===== config.mk =====
export PLATFORM = sky130hd
export DESIGN_NAME = pipe_hazard_ctrl_flat
export DESIGN_NICKNAME = d
export VERILOG_FILES = /design/src/rtl/pipe_hazard_ctrl_pkg.sv /design/src/rtl/pipe_hazard_ctrl_if.sv /design/src/rtl/pipe_hazard_ctrl_sat_counter.sv /design/src/rtl/pipe_hazard_ctrl.sv /design/src/flat_wrapper.sv
export SDC_FILE = /design/constraint.sdc
export NUM_CORES = 1
export LEC_CHECK = 0
export ABC_AREA = 0
export ABC_CLOCK_PERIOD_IN_PS = 4000
export BUFFER_PORTS_ARGS = -buffer_cell sky130_fd_sc_hd__buf_2
export CORE_MARGIN = 1
export CORE_UTILIZATION = 53
export DETAILED_ROUTE_END_ITERATION = 10
export MAX_ROUTING_LAYER = met4
export PLACE_DENSITY = 0.78
export SYNTH_ARGS = -nofsm -noshare
export SYNTH_HDL_FRONTEND = slang
export SYNTH_SLANG_ARGS = --single-unit

===== constraint.sdc =====
create_clock -name clk -period 4 [get_ports clk]
set_clock_uncertainty 0.15 [all_clocks]
set_input_delay 1.2 -clock clk [delete_from_list [all_inputs] [get_ports clk]]
set_output_delay 1.2 -clock clk [all_outputs]
set_load 0.1 [all_outputs]

===== src/rtl/pipe_hazard_ctrl_pkg.sv =====
// Shared definitions for the pipeline sequencer: state encoding, control
// bundle layout and the canonical NOP loaded on an IF/ID flush.
package pipe_hazard_ctrl_pkg;
    typedef enum logic [1:0] {
        BOOT    = 2'd0,
        RUN     = 2'd1,
        LDSTALL = 2'd2,
        MEMWAIT = 2'd3
    } state_t;

    // addi x0, x0, 0
    localparam logic [31:0] NOP_INSTR = 32'h0000_0013;

    typedef struct packed {
        logic pc_write;
        logic ifid_write;
        logic idex_write;
        logic exmem_write;
        logic ifid_flush;
        logic idex_flush;
        logic memwb_bubble;
    } ctrl_t;

    localparam ctrl_t CTRL_BOOT   = 7'b0000_111;
    localparam ctrl_t CTRL_RUN    = 7'b1111_000;
    localparam ctrl_t CTRL_BRANCH = 7'b1111_110;
    localparam ctrl_t CTRL_LDUSE  = 7'b0011_010;
    localparam ctrl_t CTRL_MWAIT  = 7'b0000_001;
endpackage


===== src/rtl/pipe_hazard_ctrl_if.sv =====
// Hazard-status inputs and pipeline-control outputs of the sequencer.
interface pipe_hazard_ctrl_if #(parameter int CNT_W = 16);
    logic [4:0]       ifid_rs1;
    logic [4:0]       ifid_rs2;
    logic             ifid_use_rs1;
    logic             ifid_use_rs2;
    logic             idex_MemRead;
    logic [4:0]       idex_rd;
    logic             ex_branch_taken;
    logic             exmem_MemAccess;
    logic             dmem_ready;
    logic             perf_clr;
    logic             PCWrite;
    logic             ifidWrite;
    logic             idexWrite;
    logic             exmemWrite;
    logic             ifid_flush;
    logic             idex_flush;
    logic             memwb_bubble;
    logic             mem_timeout;
    logic [CNT_W-1:0] stall_cnt;
    logic [CNT_W-1:0] flush_cnt;

    modport master (
        output ifid_rs1, ifid_rs2, ifid_use_rs1, ifid_use_rs2, idex_MemRead,
               idex_rd, ex_branch_taken, exmem_MemAccess, dmem_ready, perf_clr,
        input  PCWrite, ifidWrite, idexWrite, exmemWrite, ifid_flush,
               idex_flush, memwb_bubble, mem_timeout, stall_cnt, flush_cnt
    );

    modport slave (
        input  ifid_rs1, ifid_rs2, ifid_use_rs1, ifid_use_rs2, idex_MemRead,
               idex_rd, ex_branch_taken, exmem_MemAccess, dmem_ready, perf_clr,
        output PCWrite, ifidWrite, idexWrite, exmemWrite, ifid_flush,
               idex_flush, memwb_bubble, mem_timeout, stall_cnt, flush_cnt
    );
endinterface


===== src/rtl/pipe_hazard_ctrl_sat_counter.sv =====
// Saturating up-counter with a synchronous clear that beats increment.
module sat_counter #(
    parameter int W = 16
) (
    input  logic         clk,
    input  logic         rst_n,
    input  logic         inc,
    input  logic         clr,
    output logic [W-1:0] cnt
);
    always_ff @(posedge clk or negedge rst_n) begin
        if (!rst_n)
            cnt <= '0;
        else if (clr)
            cnt <= '0;
        else if (inc && (cnt != {W{1'b1}}))
            cnt <= cnt + 1'b1;
    end
endmodule


===== src/rtl/pipe_hazard_ctrl.sv =====
// Central pipeline sequencer: boot hold, dmem freeze, branch flush and
// load-use stall prioritised into one FSM with Mealy control outputs.
module pipe_hazard_ctrl
    import pipe_hazard_ctrl_pkg::*;
#(
    parameter int BOOT_CYCLES = 4,
    parameter int MEM_TIMEOUT = 255,
    parameter int CNT_W       = 16
) (
    input  logic                 clk,
    input  logic                 rst_n,
    pipe_hazard_ctrl_if.slave    bus
);
    localparam int BW = (BOOT_CYCLES < 2) ? 1 : $clog2(BOOT_CYCLES + 1);

    state_t          state, nxt;
    logic [BW-1:0]   boot_cnt;
    logic [7:0]      wait_cnt;
    logic            timeout_q;
    logic            memwait, loaduse, stall_inc, flush_inc;
    ctrl_t           ctrl;

    always_comb begin
        memwait   = bus.exmem_MemAccess & ~bus.dmem_ready;
        loaduse   = bus.idex_MemRead & (bus.idex_rd != 5'd0) &
                    ((bus.ifid_use_rs1 & (bus.ifid_rs1 == bus.idex_rd)) |
                     (bus.ifid_use_rs2 & (bus.ifid_rs2 == bus.idex_rd)));
        ctrl      = CTRL_RUN;
        nxt       = RUN;
        stall_inc = 1'b0;
        flush_inc = 1'b0;
        if (state == BOOT) begin
            ctrl = CTRL_BOOT;
            nxt  = (boot_cnt == BW'(BOOT_CYCLES - 1)) ? RUN : BOOT;
        end else if (memwait) begin
            // Freeze wins; any branch or hazard is re-seen when it lifts.
            ctrl      = CTRL_MWAIT;
            nxt       = MEMWAIT;
            stall_inc = 1'b1;
        end else if (bus.ex_branch_taken) begin
            ctrl      = CTRL_BRANCH;
            flush_inc = 1'b1;
        end else if (loaduse) begin
            ctrl      = CTRL_LDUSE;
            nxt       = LDSTALL;
            stall_inc = 1'b1;
        end
    end

    always_ff @(posedge clk or negedge rst_n) begin
        if (!rst_n) begin
            state     <= BOOT;
            boot_cnt  <= '0;
            wait_cnt  <= '0;
            timeout_q <= 1'b0;
        end else begin
            state <= nxt;
            if (state == BOOT) begin
                boot_cnt <= boot_cnt + 1'b1;
            end else if (memwait) begin
                if (wait_cnt != 8'(MEM_TIMEOUT))
                    wait_cnt <= wait_cnt + 8'd1;
                if (wait_cnt >= 8'(MEM_TIMEOUT - 1))
                    timeout_q <= 1'b1;
            end else begin
                wait_cnt <= '0;
            end
        end
    end

    assign bus.PCWrite      = ctrl.pc_write;
    assign bus.ifidWrite    = ctrl.ifid_write;
    assign bus.idexWrite    = ctrl.idex_write;
    assign bus.exmemWrite   = ctrl.exmem_write;
    assign bus.ifid_flush   = ctrl.ifid_flush;
    assign bus.idex_flush   = ctrl.idex_flush;
    assign bus.memwb_bubble = ctrl.memwb_bubble;
    assign bus.mem_timeout  = timeout_q;

    sat_counter #(.W(CNT_W)) u_stall_cnt (
        .clk   (clk),
        .rst_n (rst_n),
        .inc   (stall_inc),
        .clr   (bus.perf_clr),
        .cnt   (bus.stall_cnt)
    );

    sat_counter #(.W(CNT_W)) u_flush_cnt (
        .clk   (clk),
        .rst_n (rst_n),
        .inc   (flush_inc),
        .clr   (bus.perf_clr),
        .cnt   (bus.flush_cnt)
    );
endmodule


===== src/flat_wrapper.sv =====
// flat-port wrapper written by rule: the top's interface ports become plain ports
module pipe_hazard_ctrl_flat import pipe_hazard_ctrl_pkg::*;
#(
    parameter int BOOT_CYCLES = 4,
    parameter int MEM_TIMEOUT = 255,
    parameter int CNT_W       = 16
)
  (clk, rst_n, bus_ifid_rs1, bus_ifid_rs2, bus_ifid_use_rs1, bus_ifid_use_rs2, bus_idex_MemRead, bus_idex_rd, bus_ex_branch_taken, bus_exmem_MemAccess, bus_dmem_ready, bus_perf_clr, bus_PCWrite, bus_ifidWrite, bus_idexWrite, bus_exmemWrite, bus_ifid_flush, bus_idex_flush, bus_memwb_bubble, bus_mem_timeout, bus_stall_cnt, bus_flush_cnt);
  pipe_hazard_ctrl_if #(.CNT_W(CNT_W)) bus_i ();
  input  logic clk;
  input  logic rst_n;
  input wire logic [$bits(bus_i.ifid_rs1)-1:0] bus_ifid_rs1;
  input wire logic [$bits(bus_i.ifid_rs2)-1:0] bus_ifid_rs2;
  input wire logic [$bits(bus_i.ifid_use_rs1)-1:0] bus_ifid_use_rs1;
  input wire logic [$bits(bus_i.ifid_use_rs2)-1:0] bus_ifid_use_rs2;
  input wire logic [$bits(bus_i.idex_MemRead)-1:0] bus_idex_MemRead;
  input wire logic [$bits(bus_i.idex_rd)-1:0] bus_idex_rd;
  input wire logic [$bits(bus_i.ex_branch_taken)-1:0] bus_ex_branch_taken;
  input wire logic [$bits(bus_i.exmem_MemAccess)-1:0] bus_exmem_MemAccess;
  input wire logic [$bits(bus_i.dmem_ready)-1:0] bus_dmem_ready;
  input wire logic [$bits(bus_i.perf_clr)-1:0] bus_perf_clr;
  output wire logic [$bits(bus_i.PCWrite)-1:0] bus_PCWrite;
  output wire logic [$bits(bus_i.ifidWrite)-1:0] bus_ifidWrite;
  output wire logic [$bits(bus_i.idexWrite)-1:0] bus_idexWrite;
  output wire logic [$bits(bus_i.exmemWrite)-1:0] bus_exmemWrite;
  output wire logic [$bits(bus_i.ifid_flush)-1:0] bus_ifid_flush;
  output wire logic [$bits(bus_i.idex_flush)-1:0] bus_idex_flush;
  output wire logic [$bits(bus_i.memwb_bubble)-1:0] bus_memwb_bubble;
  output wire logic [$bits(bus_i.mem_timeout)-1:0] bus_mem_timeout;
  output wire logic [$bits(bus_i.stall_cnt)-1:0] bus_stall_cnt;
  output wire logic [$bits(bus_i.flush_cnt)-1:0] bus_flush_cnt;
  assign bus_i.ifid_rs1 = bus_ifid_rs1;
  assign bus_i.ifid_rs2 = bus_ifid_rs2;
  assign bus_i.ifid_use_rs1 = bus_ifid_use_rs1;
  assign bus_i.ifid_use_rs2 = bus_ifid_use_rs2;
  assign bus_i.idex_MemRead = bus_idex_MemRead;
  assign bus_i.idex_rd = bus_idex_rd;
  assign bus_i.ex_branch_taken = bus_ex_branch_taken;
  assign bus_i.exmem_MemAccess = bus_exmem_MemAccess;
  assign bus_i.dmem_ready = bus_dmem_ready;
  assign bus_i.perf_clr = bus_perf_clr;
  assign bus_PCWrite = bus_i.PCWrite;
  assign bus_ifidWrite = bus_i.ifidWrite;
  assign bus_idexWrite = bus_i.idexWrite;
  assign bus_exmemWrite = bus_i.exmemWrite;
  assign bus_ifid_flush = bus_i.ifid_flush;
  assign bus_idex_flush = bus_i.idex_flush;
  assign bus_memwb_bubble = bus_i.memwb_bubble;
  assign bus_mem_timeout = bus_i.mem_timeout;
  assign bus_stall_cnt = bus_i.stall_cnt;
  assign bus_flush_cnt = bus_i.flush_cnt;
  pipe_hazard_ctrl #(.BOOT_CYCLES(BOOT_CYCLES), .MEM_TIMEOUT(MEM_TIMEOUT), .CNT_W(CNT_W)) u_core (.clk(clk), .rst_n(rst_n), .bus(bus_i));
endmodule

After elaboration in Yosys (flattened, before gate mapping) --
Index checks and enable logic that the tools add are counted.
Cells by class: $add $sub $neg 4, magnitude comparators 1, eq/ne operators 7, multiplexer cells 22, bitwise operators 8, reductions and logical operators 8
Operator list (number):
- 2-to-1 mux 16 bit | 4
- adder 16 x 1 -> 16 bit (second input constant) | 2
- inequality test 16 bit (second input constant) | 2
- 2-to-1 mux 7 bit | 4
- 2-to-1 mux 8 bit | 2
- equality test 5 bit | 2
- adder 8 x 1 -> 8 bit (second input constant) | 1
- >= comparator 8 bit (second input constant) | 1
- 2-to-1 mux 1 bit | 8
- 2-to-1 mux 2 bit | 4
- inequality test 8 bit (second input constant) | 1
- AND 1 bit | 5
- nonzero test 5 bit | 1
- nonzero test 2 bit | 2
- adder 3 x 1 -> 3 bit (second input constant) | 1
- equality test 3 x 2 -> 1 bit (second input constant) | 1
- AND reduction 3 bit | 1
- logical AND 1 bit | 2
- logical NOT 2 bit | 1
- inequality test 2 bit (second input constant) | 1
- NOT 1 bit | 2
- AND reduction 2 bit | 1
- bitwise OR 1 bit | 1
Word-level totals: register bits 46, input bits 24, output and inout port bits 40, word-level logic and storage cells 56

Depth between registers and ports, before layout --
Gate-level depths: netlist of run 1.
word-level depth 11, gate-level depth with buffers 8, depth with buffers taken out 6

Hierarchy --
A second synthesis of run 1 with hierarchy kept.
Second synthesis, totals: cell total of the unflattened synthesis 301, area, all modules 2824.0 um^2
Modules (own cells, without submodules):
- sat_counter | instances 2, cells an instance 98, area an instance 942.2 um^2
- pipe_hazard_ctrl | instances 1, cells an instance 105, area an instance 939.7 um^2

Least setup slack after synthesis of run 1 --
Ideal clock, no wire load.
path kind input to output, start input port bus_dmem_ready, end output port bus_ifidWrite, arrival time 4.035 ns, setup slack -1.385 ns, stages 4, path buffers 1, cells stage by stage nand2b_1 nand2_1 nor2_1 buf_4
On the way: word-level cells in the longest chain between the ends 4
Ends and longest elaborated chain:
- start, declared | line flat_wrapper.sv:20 | input wire logic [$bits(bus_i.dmem_ready)-1:0] bus_dmem_ready;
- NOT 1 bit | line pipe_hazard_ctrl.sv:24 | memwait = bus.exmem_MemAccess & ~bus.dmem_ready;
- AND 1 bit | line pipe_hazard_ctrl.sv:24
- 2-to-1 mux 7 bit | line pipe_hazard_ctrl.sv:35 | end else if (memwait) begin
- 2-to-1 mux 7 bit | line pipe_hazard_ctrl.sv:32 | if (state == BOOT) begin
- end, declared | line flat_wrapper.sv:23 | output wire logic [$bits(bus_i.ifidWrite)-1:0] bus_ifidWrite;
No other way between the ends.

Worst setup path after layout of run 1 --
start input port bus_idex_rd[0], end output port bus_ifidWrite
On the way: word-level cells in the longest chain between the ends 8, elaborated cells between the ends (all ways) 12, those cells by class 2 x eq/ne; 4 x mux; 5 x bitwise; 1 x reduce/logical
Ends and longest elaborated chain:
- start, declared | line flat_wrapper.sv:17 | input wire logic [$bits(bus_i.idex_rd)-1:0] bus_idex_rd;
- equality test 5 bit (on tied branches) | line pipe_hazard_ctrl.sv:26, pipe_hazard_ctrl.sv:27
- AND 1 bit (on tied branches) | line pipe_hazard_ctrl.sv:26, pipe_hazard_ctrl.sv:27
- bitwise OR 1 bit | line pipe_hazard_ctrl.sv:26 | ((bus.ifid_use_rs1 & (bus.ifid_rs1 == bus.idex_rd)) |
- AND 1 bit (*) | line pipe_hazard_ctrl.sv:25 | loaduse = bus.idex_MemRead & (bus.idex_rd != 5'd0) &
- 2-to-1 mux 7 bit (*) | line pipe_hazard_ctrl.sv:43 | end else if (loaduse) begin
- 2-to-1 mux 7 bit (*) | line pipe_hazard_ctrl.sv:40 | end else if (bus.ex_branch_taken) begin
- 2-to-1 mux 7 bit (*) | line pipe_hazard_ctrl.sv:35
- 2-to-1 mux 7 bit (*) | line pipe_hazard_ctrl.sv:32
Every way passes the cells marked *; elsewhere a longest branch is shown, timed or not.

==> summary.txt, run 1 <==
Outcome
  • Status: finished, final reports clean

Synth
  • Sequential area share after synthesis: between 40% and 50%
  • Syn_nets: 304
  • Post-synth top flop: dfrtp_1
  • Synth top area share: 44.7%
  • Seq cells post-synth: 46
  • Yosys cell types: 42
  • Post-Syn Instances: 274
  • Synth warnings: 0
  • Mapped cell area: about 2600 um2
  • Top post-synthesis cells by area: dfrtp_1, xnor2_1, xor2_1
  • Syn Area/Cell: 9.39 um2
  • Async S/R FF share, synth: 100%
  • Post-synth EDFFs: 0
  • Area leader, netlist: dfrtp_1

Min path
  • Hold Crit Class: register to register
  • Worst hold start: u_core.bus.mem_timeout$_DFFE_PN0P_

Finish
  • Layout cells sized above 1: 25.9%
  • Fin nets: approximately 370
  • Layout area overhead: 19.4%
  • Layout Cells excl Fill: 388
  • # diodes: 0
  • Final core occ: a little under 70%

Critical path
  • CP Launch Type: primary input
  • Critical path cell sequence: buf_2 > or4_1 > o21ai_2 > nand2b_4 > nor2_4 > nor2_4 > buf_12
  • Worst path max stage delay: 0.54 ns
  • CP arrival: about 2.6 ns
  • Crit. Startpoint: bus_idex_rd[0]
  • Req. time, crit path: 2.65 ns
  • R2r startpoint: u_core.u_stall_cnt.cnt[0]$_DFFE_PN0P_
  • CP bufs+invs: 2
  • Critical Path End Type: output port
  • Most numerous cell on the critical path: nor2_4
  • Crit Path Class: primary input to output port
  • Max stage delay cell, worst path: or4_1
  • Crit Path Max Fanout: 3
  • Top delay family on crit path: simple AND/OR/NAND/NOR gates

Global routing
  • Largest net degree at the start of global routing: 47
  • Total gr overflow: 0
  • Antenna violations before repair: 0
  • First-pass GRT wire length: 9010 um
  • Total GRT Usage: 22.8%
  • Vias in the first global route: 2033

Routing
  • Routed vias: 2255
  • Via density per instance: 5.81
  • DR pass1 iterations: 4
  • Post-route DRC: 0
  • Post-DRT Antenna Nets: 0
  • Iter 0 DRT Violations: 111
  • DR WL/cell: ~14 um
  • Final WL: 5390 um

Place
  • Placed Instances: 380
  • Dpl hpwl: 3750 um
  • Setup slack at placement: 0.0232 ns
  • IO buf count: 63
  • Gpl congestion: 0.805

Floorplan
  • Chip Height: 71.7 um
  • Cell row count: 24
  • Placeable Area: approximately 4500 um2
  • Die Width: ~72 um
  • # IOs: between 60 and 70
  • Die area: between 5000 and 6000 um2
  • Starting Density: 57.1%

Timing
  • Final worst slack: 0.0587 ns
  • Final hold vios: 0
  • Rel. slew slack: 32.7%
  • Final min period: 3.94 ns
  • Fin crit share: 98.5%
  • RSZ-0062 raised after global routing: false
  • Final number of setup-violating endpoints: 0
  • Maximum clock frequency: 254 MHz
  • Max-slew violation count: 0
  • Slew of the pin with the lowest slew margin: 1.01 ns

Clock network
  • Postcts setup bufs: 0
  • Clock root cell: clkbuf_8
  • Clock sink count: 46
  • Worst skew pair latency: ~0.3 ns
  • Clk slew on worst S/H paths: ~0.08 ns
  • CTS tree: done
  • Cts hold-fix bufs: 0
  • CTS buffer count: 5
  • H-tree Lvls: 2
  • CTS max path bufs: 2

Run
  • Max Cap Violations: 0

Power
  • Pleak: 1.41 nW
  • Power Dens Cells: 327 nW/um2
  • Peak supply drop: 0.180 mV
-- state kept, by name, indices dropped and copies added, names as in the netlist --
register / flops
u_core.wait_cnt: 8
u_core.u_stall_cnt.cnt: 16
u_core.bus.mem_timeout: 1
u_core.boot_cnt: 3
u_core.state: 2
u_core.u_flush_cnt.cnt: 16
-- power by group --
part	total (mW)	switching (mW)	internal [mW]
registers	0.489	0.0114	0.478
clock network	0.344	0.157	0.187
logic	0.170	0.123	0.0478
total	1.00	0.291	0.713
-- per-stage QoR --
step	hold slack, ns	TNS (ns)	power [mW]	area, um2
2_1_floorplan	0.300	-0.535	0.624	2620
3_3_place_gp	0.313	0	0.666	2960
3_5_place_dp	0.310	0	0.670	2960
4_1_cts	0.337	0	1.01	3070
5_1_grt	0.345	0	1.04	3070
6_report	0.333	0	1.00	3070
-- cell families after synthesis --
logic type / after synthesis / share of synthesized area, %
simple gates: 123 / 25.5
fa+ha+maj: 6 / 2.92
buf+inv: 18 / 3.79
compound gates: 49 / 11.8
flops: 46 / 44.7
mux: 2 / 0.973
xor+xnor: 30 / 10.2
-- cells in the mapped netlist, types with 3 or more instances --
library cell and number:
xnor2_1 16, dfrtp_1 46, a21oi_1 17, xor2_1 14
nand3_1 15, or3_1 4, and4_1 4, nand4_1 11
o21ai_1 4, nand2_1 26, clkbuf_1 4, ha_1 6
nor2_1 30, buf_4 3, or4_1 13, inv_1 5
o21ai_0 9, buf_2 3, and3_1 5, o31ai_1 11
-- layer usage --
layer | global-route usage, % | up-vias | routed length, um
li1 | - | 1109 | -
met1 | 29.2 | 1081 | 2460
met2 | 35.6 | 60 | 2620
met3 | 5.63 | 5 | 256
met4 | 7.19 | 0 | 47
met5 | - | - | 0
-- worst paths after layout --
kind,end,slack [ns],depth (start not counted)
max in group asynchronous,u_core.u_stall_cnt.cnt[11]$_DFFE_PN0P_,2.17,1
min in group asynchronous,u_core.bus.mem_timeout$_DFFE_PN0P_,0.92,1
min reg2reg,u_core.bus.mem_timeout$_DFFE_PN0P_,0.33,1
max,bus_ifidWrite,0.06,7
min,u_core.bus.mem_timeout$_DFFE_PN0P_,0.33,1
max reg2reg,u_core.u_stall_cnt.cnt[6]$_DFFE_PN0P_,1.72,7
-- layout make-up --
cell class	count	area, um2
fillers	375	1430
multi-input cells	210	1360
flip-flops and latches	46	1150
repair buffers	66	368
clock buffers	7	76.3
well taps	52	65.1
clock inverters	1	30.0
inverters	6	23.8
-- placed cells by master (no fill, tap or decap), drive strengths merged, types with 2 or more instances in the layout --
master	count
nand2	26
xor2	14
nand4	12
o31ai	11
nor3	2
a21oi	18
and3	6
ha	6
inv	5
nor2	30
nand2b	2
nor4	2
buf	66
o21ai	13
or4	13
nand3	15
nor2b	2
or3	4
dfrtp	46
o21bai	2
and4	5
clkbuf	7
xnor2	16
-- what timing repair did --
action | in CTS | in global routing
hold endpoints to repair | 0 | 0
gates resized for setup | 0 | 1
setup endpoints to repair | 0 | 2
(Power assumes the default switching activity.)
==> inputs of run 2 (changes only) <==
--- a/config.mk
+++ b/config.mk
@@ -8,9 +8,9 @@
 export ABC_AREA = 0
-export ABC_CLOCK_PERIOD_IN_PS = 4000
+export ABC_CLOCK_PERIOD_IN_PS = 3300
 export BUFFER_PORTS_ARGS = -buffer_cell sky130_fd_sc_hd__buf_2
 export CORE_MARGIN = 1
-export CORE_UTILIZATION = 53
+export CORE_UTILIZATION = 48
 export DETAILED_ROUTE_END_ITERATION = 10
 export MAX_ROUTING_LAYER = met4
-export PLACE_DENSITY = 0.78
+export PLACE_DENSITY = 0.75
 export SYNTH_ARGS = -nofsm -noshare
==> constraint.sdc (replaced) <==
create_clock -name clk -period 3.3 [get_ports clk]
set_clock_uncertainty 0.15 [all_clocks]
set_input_delay 0.99 -clock clk [delete_from_list [all_inputs] [get_ports clk]]
set_output_delay 0.99 -clock clk [all_outputs]
set_load 0.005 [all_outputs]
==> run 2 against run 1 <==
Net effect: count of clock-buffer cells in the layout fell by 1; routed wire length rose by 4.3%; sequential cell count did not move; highest routed layer unchanged; global-route usage fell by 0.63 points; combinational power fell by 21%; the flow now finishes with violations (setup timing); via count rose by 0.35%; clock power fell by 1%; cell count rose by 7.2%; critical path depth did not move; hold slack improved by 0.0010 ns.
==> summary.txt, run 2 (same netlist as run 1, synthesis figures left out) <==
Outcome
  • Status: complete, but fails checks
  • Failing checks: setup timing

Routing
  • Final WL: 5620 um (+4.3%)
  • Post-DRT Antenna Nets: 0 (unchanged)
  • Routed vias: 2263 (+0.35%)
  • Iter 0 DRT Violations: 91 (-18%)
  • Post-route DRC: 0 (unchanged)
  • DR pass1 iterations: 4 (unchanged)
  • DR WL/cell: 13.5 um (-2.7%)
  • Via density per instance: 5.44 (-6.4%)

Finish
  • Area of the multi-input gates: 1350 um2 (-0.55%)
  • Most frequent cells in the layout: buf_2, dfrtp_1, nor2_1, nand2_1, a21oi_1
  • Layout area overhead: 22.1%
  • Largest registers: u_core.u_flush_cnt.cnt x16, u_core.u_stall_cnt.cnt x16, u_core.wait_cnt x8
  • Final core occ: 61.1% (-7.1 points)
  • Layout fillers: 480 (+28%)
  • Most common cell after layout, fill and taps aside: buf_2
  • Storage cell area: 1150 um2 (unchanged)
  • Layout Cells excl Fill: 416 (+7.2%)
  • # diodes: 0 (unchanged)
  • Layout cells sized above 1: 28.0% (+2.1 points)
  • Fin nets: 377 (+3.3%)
  • Final instance area: 3140 um2 (+2.3%)

Critical path
  • Critical Path End Type: output port
  • R2R Setup Slk: 0.79 ns (-0.93 ns)
  • CP Launch Type: primary input
  • CP bufs+invs: 3 (+1)
  • Crit Path Class: primary input to output port
  • Top delay family on crit path: simple AND/OR/NAND/NOR gates
  • Most numerous cell on the critical path: buf_6
  • Worst path max stage delay: 0.52 ns (-0.02 ns)
  • Crit Path Max Fanout: 3 (unchanged)
  • Max stage delay cell, worst path: or4_4
  • Critical path cell sequence: buf_6 > or4_4 > o21ai_2 > nand2b_4 > buf_6 > o21bai_1 > buf_2
  • RR Endpoint: u_core.u_stall_cnt.cnt[4]$_DFFE_PN0P_
  • Req. time, crit path: 2.16 ns (-0.49 ns)
  • R2R depth: 7 (unchanged)
  • CP arrival: 2.23 ns (-0.36 ns)
  • R2r startpoint: u_core.u_stall_cnt.cnt[0]$_DFFE_PN0P_

Timing
  • Fin crit share: 102%
  • Maximum clock frequency: ~300 MHz
  • Final min period: 3.37 ns
  • Slew of the pin with the lowest slew margin: 0.759 ns (-0.250 ns)
  • RSZ-0062 raised after global routing: true
  • Final hold vios: 0 (unchanged)
  • Max-slew violation count: 0 (unchanged)
  • Rel. slew slack: 49.0% (+16 points)
  • Final worst slack: -0.0658 ns (-0.125 ns)
  • Final number of setup-violating endpoints: 3 (+3)
  • Hold slack: 0.334 ns (+0.00101 ns)

Power
  • Final Power: 1.07 mW (+6.3%)
  • Power Dens Cells: 340 nW/um2 (+4.0%)
  • Pleak: 1.45 nW (+2.7%)
  • Peak supply drop: 0.178 mV (-1.5%)

Global routing
  • Total GRT Usage: 22.1% (-0.63 points)
  • Vias in the first global route: 2022 (-0.54%)
  • Total gr overflow: 0 (unchanged)
  • Largest net degree at the start of global routing: 47 (unchanged)
  • Antenna violations before repair: 0 (unchanged)
  • First-pass GRT wire length: 9170 um (+1.8%)

Floorplan
  • Chip Height: 75.2 um (+4.9%)
  • Cell row count: 26 (+8.3%)
  • Starting Density: 50.0% (-7.1 points)
  • Die area: 5660 um2 (+10%)
  • Die Width: 75.2 um (+4.9%)
  • Placeable Area: 5140 um2 (+14%)
  • # IOs: 64 (unchanged)

Min path
  • Worst hold start: u_core.bus.mem_timeout$_DFFE_PN0P_
  • Hold depth: 1 (unchanged)
  • Hold Crit Class: register to register
  • Hold worst-path end: u_core.bus.mem_timeout$_DFFE_PN0P_

Clock network
  • Cts hold-fix bufs: 0 (unchanged)
  • H-tree Lvls: 2 (unchanged)
  • Clock root cell: clkbuf_8
  • CTS tree: done
  • CTS max path bufs: 2 (unchanged)
  • CTS buffer count: 5 (unchanged)
  • Clock sink count: 46 (unchanged)
  • Clk slew on worst S/H paths: 0.08 ns (about the same)
  • Worst skew pair latency: 0.29 ns (about the same)

Place
  • Placed cell area: 2980 um2 (+0.76%)
  • Placed Instances: 406 (+6.8%)
  • IO buf count: 63 (unchanged)
  • Gpl congestion: 0.792 (-1.6%)
  • Dpl hpwl: 4050 um (+8.1%)

Run
  • Max Cap Violations: 0 (unchanged)
[run 2: cell types whose count changed in the layout (fill, tap and decap cells not counted), moves of 2 or more]
| cell | change |
|---|---|
| buf_4 | +11 |
| buf_12 | -2 |
| buf_6 | +2 |
| clkbuf_1 | -2 |
[run 2: per-stage QoR]
| step | TNS [ns] | setup slack (ns) |
|---|---|---|
| detailed placement | -0.607 | -0.206 |
| global placement | -0.481 | -0.166 |
| CTS | -0.227 | -0.0875 |
| finish | -0.108 | -0.0658 |
| floorplan | 0 | 0.0538 |
| global route | -0.324 | -0.127 |
[run 2: worst max-delay path by stage]
stage,start,end,depth (start not counted)
after floorplan,bus_idex_rd[0],bus_ifidWrite,6
after global placement,bus_idex_rd[0],bus_idex_flush,7
after detailed placement,bus_idex_rd[0],bus_idex_flush,7
after CTS,bus_idex_rd[4],bus_idex_flush,7
after global routing,bus_idex_rd[3],bus_idex_flush,7
final,bus_idex_rd[3],bus_idex_flush,7
[run 2: per-layer routing]
metal	share of wire [%]	up-vias	global-route usage [%]
met3	4.1	4	5.35
met5	0	-	-
met1	48	1074	29.3
li1	-	1132	-
met2	47	53	34.3
met4	0.68	0	5.56
[run 2: timing repair]
| action | 4_1_cts | 5_1_grt |
|---|---|---|
| gates resized for setup | 11 | 0 |
| pin swaps | 4 | 5 |
| gates cloned | 0 | 0 |
| setup endpoints to repair | 3 | 3 |
| buffers inserted | 2 | 2 |
| endpoints found under the hold margin | 0 | 0 |
[run 2: where the power goes]
| group | switching [mW] | leakage (nW) | internal [mW] |
|---|---|---|---|
| Clock | 0.178 | 0.0431 | 0.162 |
| Sequential | 0.0142 | 0.631 | 0.579 |
| Combinational | 0.0730 | 0.776 | 0.0609 |
| Total | 0.265 | 1.45 | 0.802 |
[run 2: area by class of cell]
| type | count | area share, % |
|---|---|---|
| Tap cell | 70 | 2.79 |
| Inverter | 6 | 0.717 |
| Timing Repair Buffer | 78 | 14.3 |
| Sequential cell | 46 | 36.7 |
| Multi-Input combinational cell | 210 | 42.9 |
| Clock buffer | 6 | 2.63 |
==> inputs of run 3 (changes only) <==
Settings changed: ABC_AREA 0 to 1, CORE_UTILIZATION 48 to 35, PLACE_DENSITY 0.75 to 0.56.
==> run 3 against run 2 <==
Net effect: the run now ends clean; maximum frequency rose by 11%; first-iteration DRC count rose by 35%; critical path depth fell by 2; combinational power rose by 40%; power rose by 6.2%; sequential share of layout area fell by 3.4 points; sequential cell count did not move; critical path type unchanged; largest cell class unchanged; highest routed layer unchanged.
==> summary.txt, run 3 <==
Outcome
  • Status: finished, final reports clean

Timing
  • Maximum clock frequency: 329 MHz (+11%)
  • Final number of setup-violating endpoints: 0 (-3)
  • Fin crit share: 92.2% (-9.8 points)
  • Fin Setup TNS: 0 ns (+0.108 ns)
  • RSZ-0062 raised after global routing: false
  • Rel. slew slack: 59.9% (+11 points)
  • Final hold vios: 0 (unchanged)
  • Slew of the pin with the lowest slew margin: 0.597 ns (-0.162 ns)
  • Final min period: 3.04 ns (-0.322 ns)
  • Max-slew violation count: 0 (unchanged)

Place
  • Placed cell area: 3390 um2 (+14%)
  • Gpl congestion: 0.884 (+12%)
  • IO buf count: 63 (unchanged)
  • Dpl hpwl: 5230 um (+29%)

Critical path
  • CP arrival: 1.90 ns (-0.33 ns)
  • Crit Path Max Fanout: 6 (+3)
  • R2r startpoint: u_core.u_stall_cnt.cnt[0]$_DFFE_PN0P_
  • Req. time, crit path: 2.16 ns (about the same)
  • Most numerous cell on the critical path: buf_2
  • Max stage delay cell, worst path: nor2_1
  • CP Launch Type: primary input
  • Crit. Startpoint: bus_dmem_ready
  • Critical Path End Type: output port
  • Crit Path Class: primary input to output port
  • CP bufs+invs: 3 (unchanged)
  • Critical path cell sequence: buf_2 > nor2_1 > inv_1 > a31o_2 > buf_2
  • Top delay family on crit path: buffers and inverters
  • Worst path max stage delay: 0.26 ns (-0.26 ns)

Power
  • Pleak: 1.78 nW (+23%)
  • Peak supply drop: 0.204 mV (+15%)
  • Power Dens Cells: 327 nW/um2 (-3.7%)

Floorplan
  • Die Width: 93.9 um (+25%)
  • # IOs: 64 (unchanged)
  • Starting Density: 36.1% (-14 points)
  • Chip Height: 93.9 um (+25%)
  • Cell row count: 33 (+27%)
  • Placeable Area: 8180 um2 (+59%)
  • Die area: 8820 um2 (+56%)

Synth
  • Synth warnings: 0 (unchanged)
  • Post-synth EDFFs: 0 (unchanged)
  • Yosys cell types: 39 (-7.1%)
  • Seq cells post-synth: 46 (unchanged)
  • Syn Area/Cell: 7.16 um2 (-24%)
  • Synth top area share: 39.0% (-5.8 points)
  • Post-synth top flop: dfrtp_1
  • Top post-synthesis cells by area: dfrtp_1, nand2_1, nor2_1
  • Post-Syn Instances: 413 (+51%)
  • Async S/R FF share, synth: 100% (unchanged)
  • Synth cell count leaders: nand2_1, nor2_1, dfrtp_1, inv_1, nand3_1
  • Mapped cell area: 2960 um2 (+15%)
  • Syn_nets: 443 (+46%)
  • Most frequent cell after synthesis: nand2_1
  • Sequential area share after synthesis: 39.0% (-5.8 points)
  • Area leader, netlist: dfrtp_1

Finish
  • # diodes: 0 (unchanged)
  • Layout area overhead: 17.2%
  • Final core occ: 42.4% (-19 points)
  • Fin nets: 510 (+35%)
  • Final instance area: 3460 um2 (+10%)
  • Most common cell after layout, fill and taps aside: nand2_1
  • Layout cells sized above 1: 21.3% (-6.8 points)
  • Most frequent cells in the layout: nand2_1, buf_2, nor2_1, inv_1, dfrtp_1
  • Largest registers: u_core.u_flush_cnt.cnt x16, u_core.u_stall_cnt.cnt x16, u_core.wait_cnt x8

Clock network
  • CTS max path bufs: 2 (unchanged)
  • Postcts setup bufs: 0 (-2)
  • CTS tree: done
  • Clock root cell: clkbuf_8
  • Worst skew pair latency: 0.30 ns (about the same)
  • Post-CTS Resized: 0 (-11)
  • H-tree Lvls: 2 (unchanged)
  • Cts hold-fix bufs: 0 (unchanged)
  • CTS buffer count: 5 (unchanged)
  • Clk slew on worst S/H paths: 0.08 ns (about the same)
  • Clock sink count: 46 (unchanged)

Routing
  • Final WL: 6930 um (+23%)
  • Post-DRT Antenna Nets: 0 (unchanged)
  • Via density per instance: 4.79 (-12%)
  • Post-route DRC: 0 (unchanged)
  • Iter 0 DRT Violations: 123 (+35%)
  • DR pass1 iterations: 4 (unchanged)
  • DR WL/cell: 11.8 um (-12%)
  • Routed vias: 2805 (+24%)

Global routing
  • Antenna violations before repair: 0 (unchanged)
  • First-pass GRT wire length: 11900 um (+30%)
  • Total gr overflow: 0 (unchanged)
  • Largest net degree at the start of global routing: 23 (-51%)
  • Total GRT Usage: 17.6% (-4.5 points)
  • Vias in the first global route: 2596 (+28%)

Min path
  • Hold Crit Class: register to register
  • Worst hold start: u_core.bus.mem_timeout$_DFFE_PN0P_

Run
  • Max Cap Violations: 0 (unchanged)
## run 3: worst paths after layout
path,end,slack [ns],cells past startpoint
worst max-delay path,bus_idex_flush,0.26,5
worst min-delay path,u_core.bus.mem_timeout$_DFFE_PN0P_,0.33,1
worst max register to register,u_core.u_stall_cnt.cnt[8]$_DFFE_PN0P_,1.09,10
worst min register to register,u_core.bus.mem_timeout$_DFFE_PN0P_,0.33,1
max in group asynchronous,u_core.wait_cnt[3]$_DFFE_PN0P_,1.91,2
min in group asynchronous,u_core.u_flush_cnt.cnt[3]$_DFFE_PN0P_,0.45,1
## run 3: logic make-up (layout without fill, tap and decap cells)
logic type                 after synthesis  after routing  synth area share [%]
DFF                                     46             46                  38.9
buffers and inverters                   65            132                  9.23
xor gates and xnor gates                11             11                  3.26
and+or+nand+nor                        246            246                  38.2
adders and majority gates                6              6                  2.54
AOI/OAI and AO/OA                       39             39                  7.83
## run 3: cell type report
cell class | count | area [um2]
timing repair buffer | 69 | 360
inverter | 56 | 213
tap | 105 | 131
sequential | 46 | 1150
fill | 884 | 4710
multi-input combinational | 302 | 1530
clock buffer | 7 | 76.3
## run 3: metal layers
layer  wire [um]  global-route usage [%]  vias to the layer above
met3         295                    3.32                        8
met1        3420                    22.9                     1291
li1            -                       -                     1456
met2        3150                    28.4                       50
met5           0                       -                        -
met4          61                    3.85                        0
## run 3: metrics by stage
| step | instances | power, mW | worst slack (ns) | hold WS [ns] |
|---|---|---|---|---|
| after floorplan | 413 | 0.742 | 0.498 | 0.296 |
| after global placement | 578 | 0.815 | 0.255 | 0.309 |
| after detailed placement | 578 | 0.818 | 0.255 | 0.316 |
| after CTS | 585 | 1.16 | 0.244 | 0.336 |
| after global routing | 585 | 1.21 | 0.119 | 0.354 |
| final | 585 | 1.13 | 0.256 | 0.333 |
## run 3: where the power goes
group / switching [mW] / total (mW) / internal [mW]
logic: 0.116 / 0.187 / 0.0717
clock network: 0.183 / 0.329 / 0.146
registers: 0.0229 / 0.616 / 0.594
